<file path="src/rtl/id_ex_stage.sv">
// Decode-to-execute pipeline register with flush, bubble and hold handling.
// Optional performance counters are enabled by defining ID_EX_PERF_CNT_EN.
module id_ex_stage #(
    parameter int unsigned DATA_W    = 32,
    parameter int unsigned ADDR_W    = 5,
    parameter int unsigned ALUOP_W   = 8,
    parameter int unsigned ALUSEL_W  = 3,
    parameter int unsigned STALL_IDX = 2,
    parameter int unsigned CNT_W     = 16
) (
    input  logic                clk,
    input  logic                rst,
    input  logic [5:0]          control,
    input  logic                flush,
`ifdef ID_EX_PERF_CNT_EN
    input  logic                perf_clr,
`endif
    input  logic                id_valid,
    input  logic [ALUOP_W-1:0]  id_aluop,
    input  logic [ALUSEL_W-1:0] id_alusel,
    input  logic [DATA_W-1:0]   id_op1,
    input  logic [DATA_W-1:0]   id_op2,
    input  logic [ADDR_W-1:0]   id_dest,
    input  logic                id_wreg,
    input  logic                id_in_delayslot,
    input  logic                id_next_delay,
    input  logic [DATA_W-1:0]   id_ret_addr,
    input  logic [DATA_W-1:0]   id_ins,
    output logic                ex_valid,
    output logic [ALUOP_W-1:0]  ex_aluop,
    output logic [ALUSEL_W-1:0] ex_alusel,
    output logic [DATA_W-1:0]   ex_op1,
    output logic [DATA_W-1:0]   ex_op2,
    output logic [ADDR_W-1:0]   ex_dest,
    output logic                ex_wreg,
    output logic                ex_in_delayslot,
    output logic [DATA_W-1:0]   ex_ret_addr,
    output logic [DATA_W-1:0]   ex_ins,
`ifdef ID_EX_PERF_CNT_EN
    output logic [CNT_W-1:0]    stall_cnt,
    output logic [CNT_W-1:0]    bubble_cnt,
    output logic [CNT_W-1:0]    flush_cnt,
`endif
    output logic                id_is_in_delayslot
);

    typedef enum logic [1:0] {
        ACT_CAPTURE,
        ACT_HOLD,
        ACT_BUBBLE,
        ACT_FLUSH
    } action_e;

    logic [1:0] stall_pair;
    logic       stall_id;
    logic       stall_ex;
    action_e    action;

    // Only this stage's bit and the execute bit matter; the rest of the vector is shifted away.
    assign stall_pair = 2'(control >> STALL_IDX);
    assign stall_id   = stall_pair[0];
    assign stall_ex   = stall_pair[1];

    always_comb begin
        action = ACT_CAPTURE;
        if (flush) begin
            action = ACT_FLUSH;
        end else if (stall_id && !stall_ex) begin
            action = ACT_BUBBLE;
        end else if (stall_id) begin
            action = ACT_HOLD;
        end
    end

    always_ff @(posedge clk) begin
        if (rst) begin
            ex_valid           <= 1'b0;
            ex_aluop           <= '0;
            ex_alusel          <= '0;
            ex_op1             <= '0;
            ex_op2             <= '0;
            ex_dest            <= '0;
            ex_wreg            <= 1'b0;
            ex_in_delayslot    <= 1'b0;
            ex_ret_addr        <= '0;
            ex_ins             <= '0;
            id_is_in_delayslot <= 1'b0;
        end else begin
            case (action)
                ACT_FLUSH, ACT_BUBBLE: begin
                    ex_valid        <= 1'b0;
                    ex_aluop        <= '0;
                    ex_alusel       <= '0;
                    ex_op1          <= '0;
                    ex_op2          <= '0;
                    ex_dest         <= '0;
                    ex_wreg         <= 1'b0;
                    ex_in_delayslot <= 1'b0;
                    ex_ret_addr     <= '0;
                    ex_ins          <= '0;
                    // A bubble keeps the delay-slot feedback; a flush discards it.
                    if (action == ACT_FLUSH) begin
                        id_is_in_delayslot <= 1'b0;
                    end
                end
                ACT_CAPTURE: begin
                    ex_valid           <= id_valid;
                    ex_aluop           <= id_aluop;
                    ex_alusel          <= id_alusel;
                    ex_op1             <= id_op1;
                    ex_op2             <= id_op2;
                    ex_dest            <= id_dest;
                    ex_wreg            <= id_wreg;
                    ex_in_delayslot    <= id_in_delayslot;
                    ex_ret_addr        <= id_ret_addr;
                    ex_ins             <= id_ins;
                    id_is_in_delayslot <= id_next_delay;
                end
                default: begin
                end
            endcase
        end
    end

`ifdef ID_EX_PERF_CNT_EN
    localparam logic [CNT_W-1:0] CNT_ONE = CNT_W'(1);

    // Saturating event counters; clear wins over any increment in the same cycle.
    always_ff @(posedge clk) begin
        if (rst || perf_clr) begin
            stall_cnt  <= '0;
            bubble_cnt <= '0;
            flush_cnt  <= '0;
        end else begin
            if (stall_id && !flush && stall_cnt != '1) begin
                stall_cnt <= stall_cnt + CNT_ONE;
            end
            if (action == ACT_BUBBLE && bubble_cnt != '1) begin
                bubble_cnt <= bubble_cnt + CNT_ONE;
            end
            if (action == ACT_FLUSH && flush_cnt != '1) begin
                flush_cnt <= flush_cnt + CNT_ONE;
            end
        end
    end
`endif

endmodule

</file>
<file path="config.mk">
export PLATFORM = sky130hd
export DESIGN_NAME = id_ex_stage
export DESIGN_NICKNAME = d
export VERILOG_FILES = /design/src/rtl/id_ex_stage.sv
export SDC_FILE = /design/constraint.sdc
export NUM_CORES = 1
export LEC_CHECK = 0
export ABC_AREA = 1
export CAP_MARGIN = 20
export CORE_AREA = 2 2 118 120
export DETAILED_ROUTE_END_ITERATION = 7
export DIE_AREA = 0 0 120 122
export DONT_BUFFER_PORTS = 1
export PLACE_DENSITY_LB_ADDON = 0.05
export SKIP_CTS_REPAIR_TIMING = 1
export SLEW_MARGIN = 40
export SYNTH_ARGS = -nofsm -noshare
export SYNTH_HDL_FRONTEND = slang
export SYNTH_SLANG_ARGS = --single-unit
</file>
<file path="constraint.sdc">
create_clock -name clk -period 1.3 [get_ports clk]
set_clock_uncertainty 0.05 [all_clocks]
set_input_delay 0.13 -clock clk [delete_from_list [all_inputs] [get_ports clk]]
set_output_delay 0.13 -clock clk [all_outputs]
set_load 0.01 [all_outputs]
</file>
Word level (Yosys, flattened, before mapping)
Index checks and enable logic that the tools add are counted.
{ "word_totals": {"ff_bits": 148, "elab_cells": 35} }
{ "op_classes": {"n_reduce_logical": 6, "eq_ne": 3, "muxes": 15} }
{ "op_table": {"columns": ["op", "n"], "rows": [
  ["$pmux 32 s2", 4],
  ["$pmux 8 s2", 1],
  ["$pmux 5 s2", 1],
  ["$pmux 1 s2", 4],
  ["$pmux 3 s2", 1],
  ["$eq 2x2->1 const B", 2],
  ["$mux 2", 2],
  ["$logic_not 2->1", 1],
  ["$mux 1", 2],
  ["$ne 2x2->1 const B", 1],
  ["$reduce_and 2->1", 1],
  ["$reduce_bool 2->1", 1],
  ["$reduce_or 2->1", 1],
  ["$logic_and 1x1->1", 1],
  ["$logic_not 1->1", 1]
]} }

Logic depth before layout (Yosys ltp)
Gate-level depths: netlist of run 1.
{ "logic_depth": {"ltp_word": 8, "depth_mapped": 6, "ltp_nobuf": 3} }

Least setup slack after synthesis of run 1
OpenSTA, ideal clock, no wires.
{ "synth_timing": {"path_type": "input to register", "startpoint": "input port control[2]", "endpoint": "register ex_op2[27]", "cell_stages": 6, "path_buffers": 3, "t_arrival_ns": 0.834, "slack_ns": 0.345, "setup_ns": 0.070, "cell_sequence": "buf_4 > nor2_8 > buf_6 > buf_6 > nand2_1 > a21oi_1"} }
{ "synth_between": {"elab_chain_cells": 6, "elab_cells_between_ends": 10} }
{ "synth_rtl": {"columns": ["item", "line_no", "text"], "rows": [
  ["start, declared", "13", "input logic [5:0] control,"],
  ["$mux 1 / $logic_and 1x1->1 (equally long branches)", "70, 68", null],
  ["$mux 2 (*)", "68", "end else if (stall_id && !stall_ex) begin"],
  ["$mux 2 (*)", "66", "if (flush) begin"],
  ["$eq 2x2->1", "89", "case (action)"],
  ["$reduce_or 2->1", "89", null],
  ["$pmux 32 s2 / $reduce_bool 2->1 (equally long branches)", null, null],
  ["end signal, assigned", "111", "ex_op2 <= id_op2;"],
  ["end, declared", "33", "output logic [DATA_W-1:0] ex_op2,"]
]} }
Mark *: on every way between the ends. The rest lies on a longest branch, timed or not.
A chain may end at the register's enable or synchronous reset.

Worst setup path in the final report of run 1
{ "layout_timing": {"startpoint": "register ex_op2[14]", "endpoint": "output port ex_op2[14]"} }
No word-level cell between the ends.

==> summary.txt, run 1 <==
Status
  • Outcome: complete, but fails checks
  • Failing checks: hold timing

Timing
  • Worst-Margin Slew: ~400 ps
  • Crit share post-route: about four fifths
  • Final slew viol count: 0
  • Final setup violating endpoints: 0
  • Hold WS: -275 ps
  • Final Hold Vio Count: ~150
  • FMAX: 972 MHz
  • Final TNS setup: 0 ps
  • RSZ-0062 raised after global routing: no
  • Slew headroom: between 70% and 80%
  • Crit path time final: about 1000 ps

Yosys
  • Synth area leader: dfxtp_1
  • Synth Instances: slightly below 700
  • Avg Cell Area, Syn: ~8.4 sq um
  • Yosys reg bits: between 100 and 150
  • Seq/Total Area, Yosys: roughly 52%
  • Synth cell types: 12
  • Synth Flop Type: dfxtp_1
  • FFs w/ async S/R, synth: 0%
  • Mapped Area: 5690 sq um
  • Yosys top cell area share: about 52%
  • Dominant cells by area after synthesis: dfxtp_1 (52%), nand4_1 (16%), a21oi_1 (13%)
  • Synth warn: 0
  • Syn_nets: approximately 830
  • Synth top cells by count: a21oi_1 (148), dfxtp_1 (148), nand2_1 (148)
  • Number of flops mapped to enable cells by yosys: 0

Layout
  • Fin nets: 774
  • Area grow syn2layout: 7.77%
  • Filler Cells Inserted: 1349
  • Final non-filler cell area: approximately 6000 sq um
  • N_diodes: 0
  • Fraction of layout cells with a size suffix above 1: between 5 and 6%

Hold path
  • Hold Crit Class: primary input to flop

Global routing
  • Initial antenna violation count: 0
  • Largest net degree at the start of global routing: 150
  • Gr ovfl total: 0
  • All-Layer GR Usage: between 20% and 30%
  • First-pass GRT wire length: about 25 mm
  • Vias in the first global route: between 4000 and 5000

Die
  • Die Wd: approximately 120 microns
  • Initial Util: 42.1%
  • Top Ports: between 300 and 400
  • Die Ht: between 100 and 150 microns
  • Core Area: approximately 14000 sq um
  • FP Rows: between 40 and 50
  • Die area: 14600 sq um

Detailed routing
  • Detail Route Antenna Nets: 0
  • Iter 0 DRT Violations: just under 600
  • Residual DRC: 0
  • Post-DR wirelength/cell: between 20 and 25 microns
  • First-pass DRT Iterations: 5
  • Vias: 4974
  • Number of vias per cell: 6.14
  • WL final: between 15 and 20 mm

Critical path
  • Worst EP arrival: between 800 and 900 ps
  • Startpoint types: flop
  • Worst path required time: between 1000 and 1500 ps
  • Reg2reg path depth: 2
  • Worst path depth: 0
  • RR Startpoint: ex_ret_addr[0]
  • Slack of the worst reg-to-reg path: approximately 470 ps
  • CP max FO: 2
  • Setup crit end kind: output pin
  • Crit path to: ex_op2[14]
  • WS Path Type: flop to output pin
  • Crit path from: ex_op2[14]
  • Reg2reg end: ex_ret_addr[0]

Placement
  • # port buffers: 0
  • Placement Cell Area: between 5000 and 6000 sq um
  • RePlAce Congestion: about 0.73
  • DP Wirelength: 9.81 mm

Clock network
  • Clock Sinks: about 150
  • H-tree Lvls: 4
  • Worst-Skew Late Latency: 410 ps
  • Clock root cell: clkbuf_16
  • Clk buf depth: 2
  • TritonCTS clock tree: yes
  • Worst-path clk slew: roughly 60 ps
  • Num CTS Buffers: 17

Run
  • Max Cap Viol: 0

Power and ir drop
  • Power Dens Cells: 1660 nW/um^2
  • Peak VDD IR: 730 uV
  • Leakage: 0.00197 uW
==> metal layers <==
metal / up-vias / wire length [microns] / global-route usage (%)
met5: - / 0 / 0
met4: 0 / 351 / 9.34
met3: 26 / 1660 / 8.75
met2: 249 / 8300 / 34.9
met1: 2385 / 6420 / 25.0
li1: 2314 / - / -
==> logic make-up after synthesis <==
group	after synthesis	share of synthesized area (%)
AND/OR/NAND/NOR	297	26.4
flip-flops	148	52.1
AO/OA/AOI/OAI	148	13.0
buffers and inverters	82	8.49
==> area by class of cell <==
| class | count | area [sq um] | area share (%) |
|---|---|---|---|
| clock buffers | 23 | 488 | 7.96 |
| clock inverters | 9 | 125 | 2.04 |
| inverters | 1 | 6.26 | 0.102 |
| multi-input cells | 445 | 2240 | 36.6 |
| flip-flops and latches | 148 | 2960 | 48.3 |
| well taps | 180 | 225 | 3.67 |
| repair buffers | 4 | 80.1 | 1.31 |
==> stage by stage <==
stage	worst slack, ps	instances	util, %	power (uW)
2_1_floorplan	345	675	-	5410
3_3_place_gp	366	778	40.8	5270
3_5_place_dp	307	778	40.8	5290
4_1_cts	251	810	45.4	10300
5_1_grt	221	810	45.4	10600
6_report	271	810	45.4	10200
==> sequential cells by signal, indices dropped and copies added (netlist names), 3 cells and up <==
register and cells:
ex_op1 32, ex_op2 32, ex_dest 5, ex_alusel 3, ex_aluop 8, ex_ins 32
ex_ret_addr 32
==> worst reg2reg max path, stage by stage, from the launching register on <==
cell,delay [ps]
dfxtp_1,400
nand4_1,110
a21oi_1,180
==> where the power goes <==
group	leakage, uW	internal (uW)	switching (uW)
clock	0.000299	3210	1790
combinational	0.000467	122	220
sequential	0.00121	4680	172
total	0.00197	8010	2190
==> worst min path at each step <==
stage,cells past startpoint,startpoint,end
finish,1,rst,ex_op1[21]
global route,1,rst,ex_op1[20]
CTS,1,rst,ex_op1[20]
detailed placement,1,rst,ex_op1[20]
global placement,1,rst,ex_op1[20]
floorplan,2,id_next_delay,id_is_in_delayslot
==> layout by cell type, fill, tap and decap left out, drive strengths merged <==
cell      Yosys  final
nand2       148    148
a21oi       148    148
dfxtp       148    148
nand4       147    147
clkbuf       20     23
clkinv        0      4
buf          61      4
bufinv        0      3
clkinvlp      0      2
inv           1      1
nor2          1      1
nand3         1      1
No activity file was read; power rests on OpenSTA's default activity.
==> inputs of run 2 (changes only) <==
==> constraint.sdc (replaced) <==
create_clock -name clk -period 1 [get_ports clk]
set_clock_uncertainty 0.05 [all_clocks]
set_input_delay 0.1 -clock clk [delete_from_list [all_inputs] [get_ports clk]]
set_output_delay 0.1 -clock clk [all_outputs]
set_load 0.01 [all_outputs]
==> run 2 against run 1 <==
Effect of this change: wire length fell by 0.86%; design area rose by 5.0%; clock power rose by 36%; sequential share of layout area fell by 1.8 points; the run ends with hold timing, setup timing left; count of clock-buffer cells in the layout rose by 1; register-to-register slack got worse by 270 ps; combinational power rose by 53%; largest cell class unchanged; global-route usage fell by 0.15 points; critical path type unchanged; core utilization rose by 2.3 points; hold slack got worse by 30 ps.
==> summary.txt, run 2 (same netlist as run 1, synthesis figures left out) <==
Layout
  • N_diodes: 0
  • Fin nets: between 700 and 800
  • Final non-filler cell area: around 6400 sq um
  • Filler Cells Inserted: about 1300
  • Area grow syn2layout: 13.1%
  • Finished Core Util: around 48%
  • Commonest non-fill, non-tap cells in the layout: nand2_1 (148), a21oi_1 (148), nand4_1 (147)
  • Fraction of layout cells with a size suffix above 1: 13.0%

Global routing
  • Gr ovfl total: 0
  • Largest net degree at the start of global routing: 150
  • First-pass GRT wire length: 24.8 mm
  • Initial antenna violation count: 0
  • All-Layer GR Usage: between 20% and 30%
  • Vias in the first global route: between 4000 and 5000

Critical path
  • Slowest-stage cell, CP: dfxtp_2
  • CP max FO: 2
  • Crit-path cells: buf_6
  • Startpoint types: flop
  • Family with the most delay on the worst path: flip-flops
  • Worst EP arrival: between 800 and 900 ps
  • Setup crit end kind: output pin
  • WS Path Type: flop to output pin
  • Critical path's largest stage delay: 320 ps
  • Worst path required time: 850 ps
  • Worst path bufs/invs: 1

Timing
  • Final Hold Vio Count: between 100 and 150
  • Crit share post-route: 100%
  • RSZ-0062 raised after global routing: yes
  • Setup WS post-layout: -2.24 ps
  • Slew headroom: 81.5%
  • Hold WS: -305 ps
  • Final slew viol count: 0
  • Crit path time final: roughly 1000 ps
  • FMAX: approximately 1000 MHz
  • Final setup violating endpoints: 2
  • Worst-Margin Slew: 278 ps

Detailed routing
  • Number of vias per cell: approximately 6
  • Residual DRC: 0
  • Vias: ~5000
  • Post-DR wirelength/cell: approximately 20 microns
  • Iter 0 DRT Violations: between 400 and 500
  • Detail Route Antenna Nets: 0
  • First-pass DRT Iterations: 5
  • WL final: ~17 mm

Power and ir drop
  • Switch Pwr: ~2800 uW
  • Comb power frac: roughly 3.8%
  • Sequential Power Share: 46.1%
  • Int Pwr: 10800 uW
  • Power Dens Cells: 2120 nW/um^2
  • Clock share of power: about half
  • Switching fraction of total power: 20.8%
  • Leakage: 0.00213 uW
  • Overall power: between 10000 and 15000 uW
  • Peak VDD IR: 912 uV

Die
  • Initial Util: between 40% and 50%
  • Die area: 14600 sq um
  • Die Ht: 122 microns
  • Die Wd: between 100 and 150 microns
  • FP Rows: 43
  • Core Area: roughly 14000 sq um
  • Top Ports: 305

Clock network
  • H-tree Lvls: 4
  • Worst-Skew Late Latency: 410 ps
  • Clk buf depth: 2
  • Clock Sinks: ~150
  • Worst-path clk slew: 60 ps
  • Num CTS Buffers: 17
  • TritonCTS clock tree: yes
  • Clock root cell: clkbuf_16

Hold path
  • Hold Crit Class: primary input to flop

Placement
  • Placement Cell Area: ~5700 sq um
  • DP Worst Slack: approximately 39 ps
  • DP Wirelength: just under 10 mm
  • RePlAce Congestion: between 0.7 and 0.8
  • # port buffers: 0

Run
  • Max Cap Viol: 0

Status
  • Failing checks: hold timing, setup timing
  • Outcome: complete, but fails checks
-- run 2: worst paths after layout --
check / from / end / slack (ps) / cells after the start
worst max register to register: ex_ins[30] / ex_ins[30] / 200 / 2
worst min register to register: ex_op2[14] / ex_op2[14] / 440 / 2
worst max-delay path: ex_ins[15] / ex_ins[15] / -2 / 1
worst min-delay path: rst / ex_op1[8] / -300 / 1
-- run 2: final cells by class --
class / instances / area [sq um] / area share, %
Clock buffer: 24 / 502 / 7.80
Clock inverter: 8 / 145 / 2.26
Inverter: 1 / 6.26 / 0.0973
Multi-Input combinational cell: 445 / 2240 / 34.8
Sequential cell: 148 / 3000 / 46.6
Tap cell: 180 / 225 / 3.50
Timing Repair Buffer: 27 / 318 / 4.94
-- run 2: per-layer routing --
metal	global-route usage [%]	share of wire [%]	vias up	routed length, microns
li1	-	-	2352	-
met1	25.6	38	2367	6280
met2	33.6	49	258	8110
met3	8.38	11	26	1770
met4	10.1	2.5	0	419
met5	0	0	-	0
-- run 2: metrics by stage --
stage	std cells	setup TNS (ps)
after floorplan	675	0
after global placement	797	0
after detailed placement	797	0
after CTS	829	-580
after global routing	833	-352
final	833	-2.52
-- run 2: power by group through the flow --
stage | clock [uW] | sequential (uW) | combinational [uW]
global route | 7230 | 6300 | 594
finish | 6820 | 6290 | 524
global placement | 0 | 6410 | 493
floorplan | 0 | 6370 | 661
CTS | 6970 | 6280 | 513
detailed placement | 0 | 6410 | 512
==> inputs of run 3 (changes only) <==
--- a/config.mk
+++ b/config.mk
@@ -7,9 +7,9 @@
 export LEC_CHECK = 0
 export ABC_AREA = 1
 export CAP_MARGIN = 20
-export CORE_AREA = 2 2 118 120
+export CORE_MARGIN = 2
+export CORE_UTILIZATION = 40
 export DETAILED_ROUTE_END_ITERATION = 7
-export DIE_AREA = 0 0 120 122
 export DONT_BUFFER_PORTS = 1
 export PLACE_DENSITY_LB_ADDON = 0.05
 export SKIP_CTS_REPAIR_TIMING = 1
==> run 3 against run 2 <==
Effect of this change: the run still ends with hold timing, setup timing left; flip-flop and latch count stayed put; count of clock-buffer cells in the layout is 3 lower; maximum frequency down 1.1%; core utilization down 1.7 points; via count down 0.20%; combinational power grew 0.8%; critical path type unchanged; critical endpoint is now ex_op1[25]; largest cell class unchanged.
==> summary.txt, run 3 (same netlist as run 1, synthesis figures left out) <==
Status
  • Outcome: complete, but fails checks
  • Failing checks: hold timing, setup timing

Power and ir drop
  • Int Pwr: roughly 10000 uW
  • Comb power frac: between 4 and 5%
  • Power Dens Cells: 2030 nW/um^2
  • Clock share of power: 47.4%
  • Leakage: 0.00211 uW
  • Switch Pwr: slightly below 3000 uW
  • Peak VDD IR: 1040 uV
  • Switching fraction of total power: between 20 and 25%
  • Sequential Power Share: between 40% and 50%

Global routing
  • Gr ovfl total: 0
  • All-Layer GR Usage: approximately a fifth
  • M2 GR Usage: ~35%
  • Initial antenna violation count: 0
  • Vias in the first global route: 4678
  • Busiest grt layer: met2
  • Largest net degree at the start of global routing: 150
  • Met3 usage: 9.23%
  • First-pass GRT wire length: roughly 25 mm
  • Global-route track usage on met1: ~22%

Critical path
  • Startpoint types: flop
  • Reg2reg path depth: 2
  • Worst EP arrival: approximately 860 ps
  • Reg2reg end: ex_ret_addr[0]
  • Slack of the worst reg-to-reg path: 210 ps
  • CP max FO: 2
  • RR Startpoint: ex_ret_addr[0]
  • WS Path Type: flop to output pin
  • Slowest-stage cell, CP: dfxtp_2
  • Crit-path cells: buf_6
  • Worst path required time: about 850 ps
  • Family with the most delay on the worst path: flip-flops
  • Worst path bufs/invs: 1
  • Setup crit end kind: output pin
  • Critical path's largest stage delay: between 300 and 400 ps

Die
  • Die area: about 15000 sq um
  • Die Ht: between 100 and 150 microns
  • FP Rows: 43
  • Core Area: around 14000 sq um
  • Top Ports: 305
  • Initial Util: between 40 and 50%
  • Die Wd: between 100 and 150 microns

Detailed routing
  • Iter 0 DRT Violations: a little over 300
  • Post-DR wirelength/cell: between 20 and 25 microns
  • Residual DRC: 0
  • Number of vias per cell: 5.99
  • Vias: approximately 5000
  • WL final: about 17 mm
  • First-pass DRT Iterations: 5
  • Detail Route Antenna Nets: 0

Timing
  • Slew headroom: approximately four fifths
  • Final setup violating endpoints: 9
  • Setup WS post-layout: -13.7 ps
  • Crit share post-route: 101%
  • Final slew viol count: 0
  • Final TNS setup: -46.8 ps
  • Final Hold Vio Count: 148
  • Hold WS: -304 ps
  • Crit path time final: 1010 ps
  • RSZ-0062 raised after global routing: yes
  • FMAX: between 900 and 1000 MHz
  • Worst-Margin Slew: ~290 ps

Placement
  • # port buffers: 0
  • DP Wirelength: 10.1 mm
  • RePlAce Congestion: 0.742

Clock network
  • Num CTS Buffers: 17
  • Clk buf depth: 2
  • TritonCTS clock tree: yes
  • Clock root cell: clkbuf_16
  • H-tree Lvls: 4
  • Clock Sinks: ~150
  • Worst-Skew Late Latency: about 410 ps
  • Worst-path clk slew: 60 ps

Hold path
  • Cells on Worst Hold Path: 1
  • Hold Crit Class: primary input to flop
  • WHS Endpoint: ex_op1[23]
  • Min-delay src: rst

Layout
  • Filler Cells Inserted: about 1400
  • Area of the multi-input gates: around 2200 sq um
  • Fin nets: 800
  • N_diodes: 0
  • Commonest non-fill, non-tap cells in the layout: nand2_1 (148), a21oi_1 (148), nand4_1 (147)
  • Finished Core Util: 45.9%
  • Fraction of layout cells with a size suffix above 1: between 10% and 20%
  • FF/Latch Area: between 3000 and 4000 sq um
  • Area grow syn2layout: 12.1%

Run
  • Max Cap Viol: 0
run 3: worst register-to-register path: cells and delay by family (launching register included):
| kind | cells | cell delay (ps) |
|---|---|---|
| AO/OA/AOI/OAI | 1 | 150 |
| flip-flops | 1 | 410 |
| AND/OR/NAND/NOR | 1 | 110 |
run 3: layer usage:
layer,wire [microns],part of all wire [%]
met1,6110,36
met2,8470,50
met3,1960,12
met4,377,2.2
met5,0,0
run 3: cell type report:
cell class | instances | share of cell area [%]
inverter | 1 | 0.0981
sequential | 148 | 47.1
clock inverter | 9 | 1.67
multi-input combinational | 445 | 35.1
clock buffer | 21 | 7.22
tap | 180 | 3.53
timing repair buffer | 30 | 5.26
run 3: worst max path at each step:
stage	from	end	slack, ps	cells past startpoint
after floorplan	control[2]	ex_op2[27]	80	6
after global placement	control[2]	ex_ret_addr[6]	110	4
after detailed placement	control[2]	ex_ins[9]	80	4
after CTS	ex_op1[25]	ex_op1[25]	-70	1
after global routing	ex_op1[25]	ex_op1[25]	-50	1
final	ex_op1[25]	ex_op1[25]	-10	1
run 3: power groups by stage:
stage	sequential [uW]	clock, uW	combinational, uW
2_1_floorplan	6370	0	661
3_3_place_gp	6400	0	498
3_5_place_dp	6410	0	516
4_1_cts	6280	6280	517
5_1_grt	6310	6550	600
6_report	6290	6150	528
run 3: stage by stage:
stage / setup WS, ps / cells / instance area [sq um] / hold WS, ps / power (uW)
CTS: -66.6 / 830 / 6250 / -317 / 13100
global placement: 109 / 800 / 5680 / 129 / 6900
finish: -13.7 / 834 / 6380 / -304 / 13000
global route: -46.7 / 834 / 6380 / -318 / 13500
detailed placement: 78.8 / 800 / 5680 / 133 / 6920
floorplan: 75.3 / 675 / 5690 / 193 / 7030
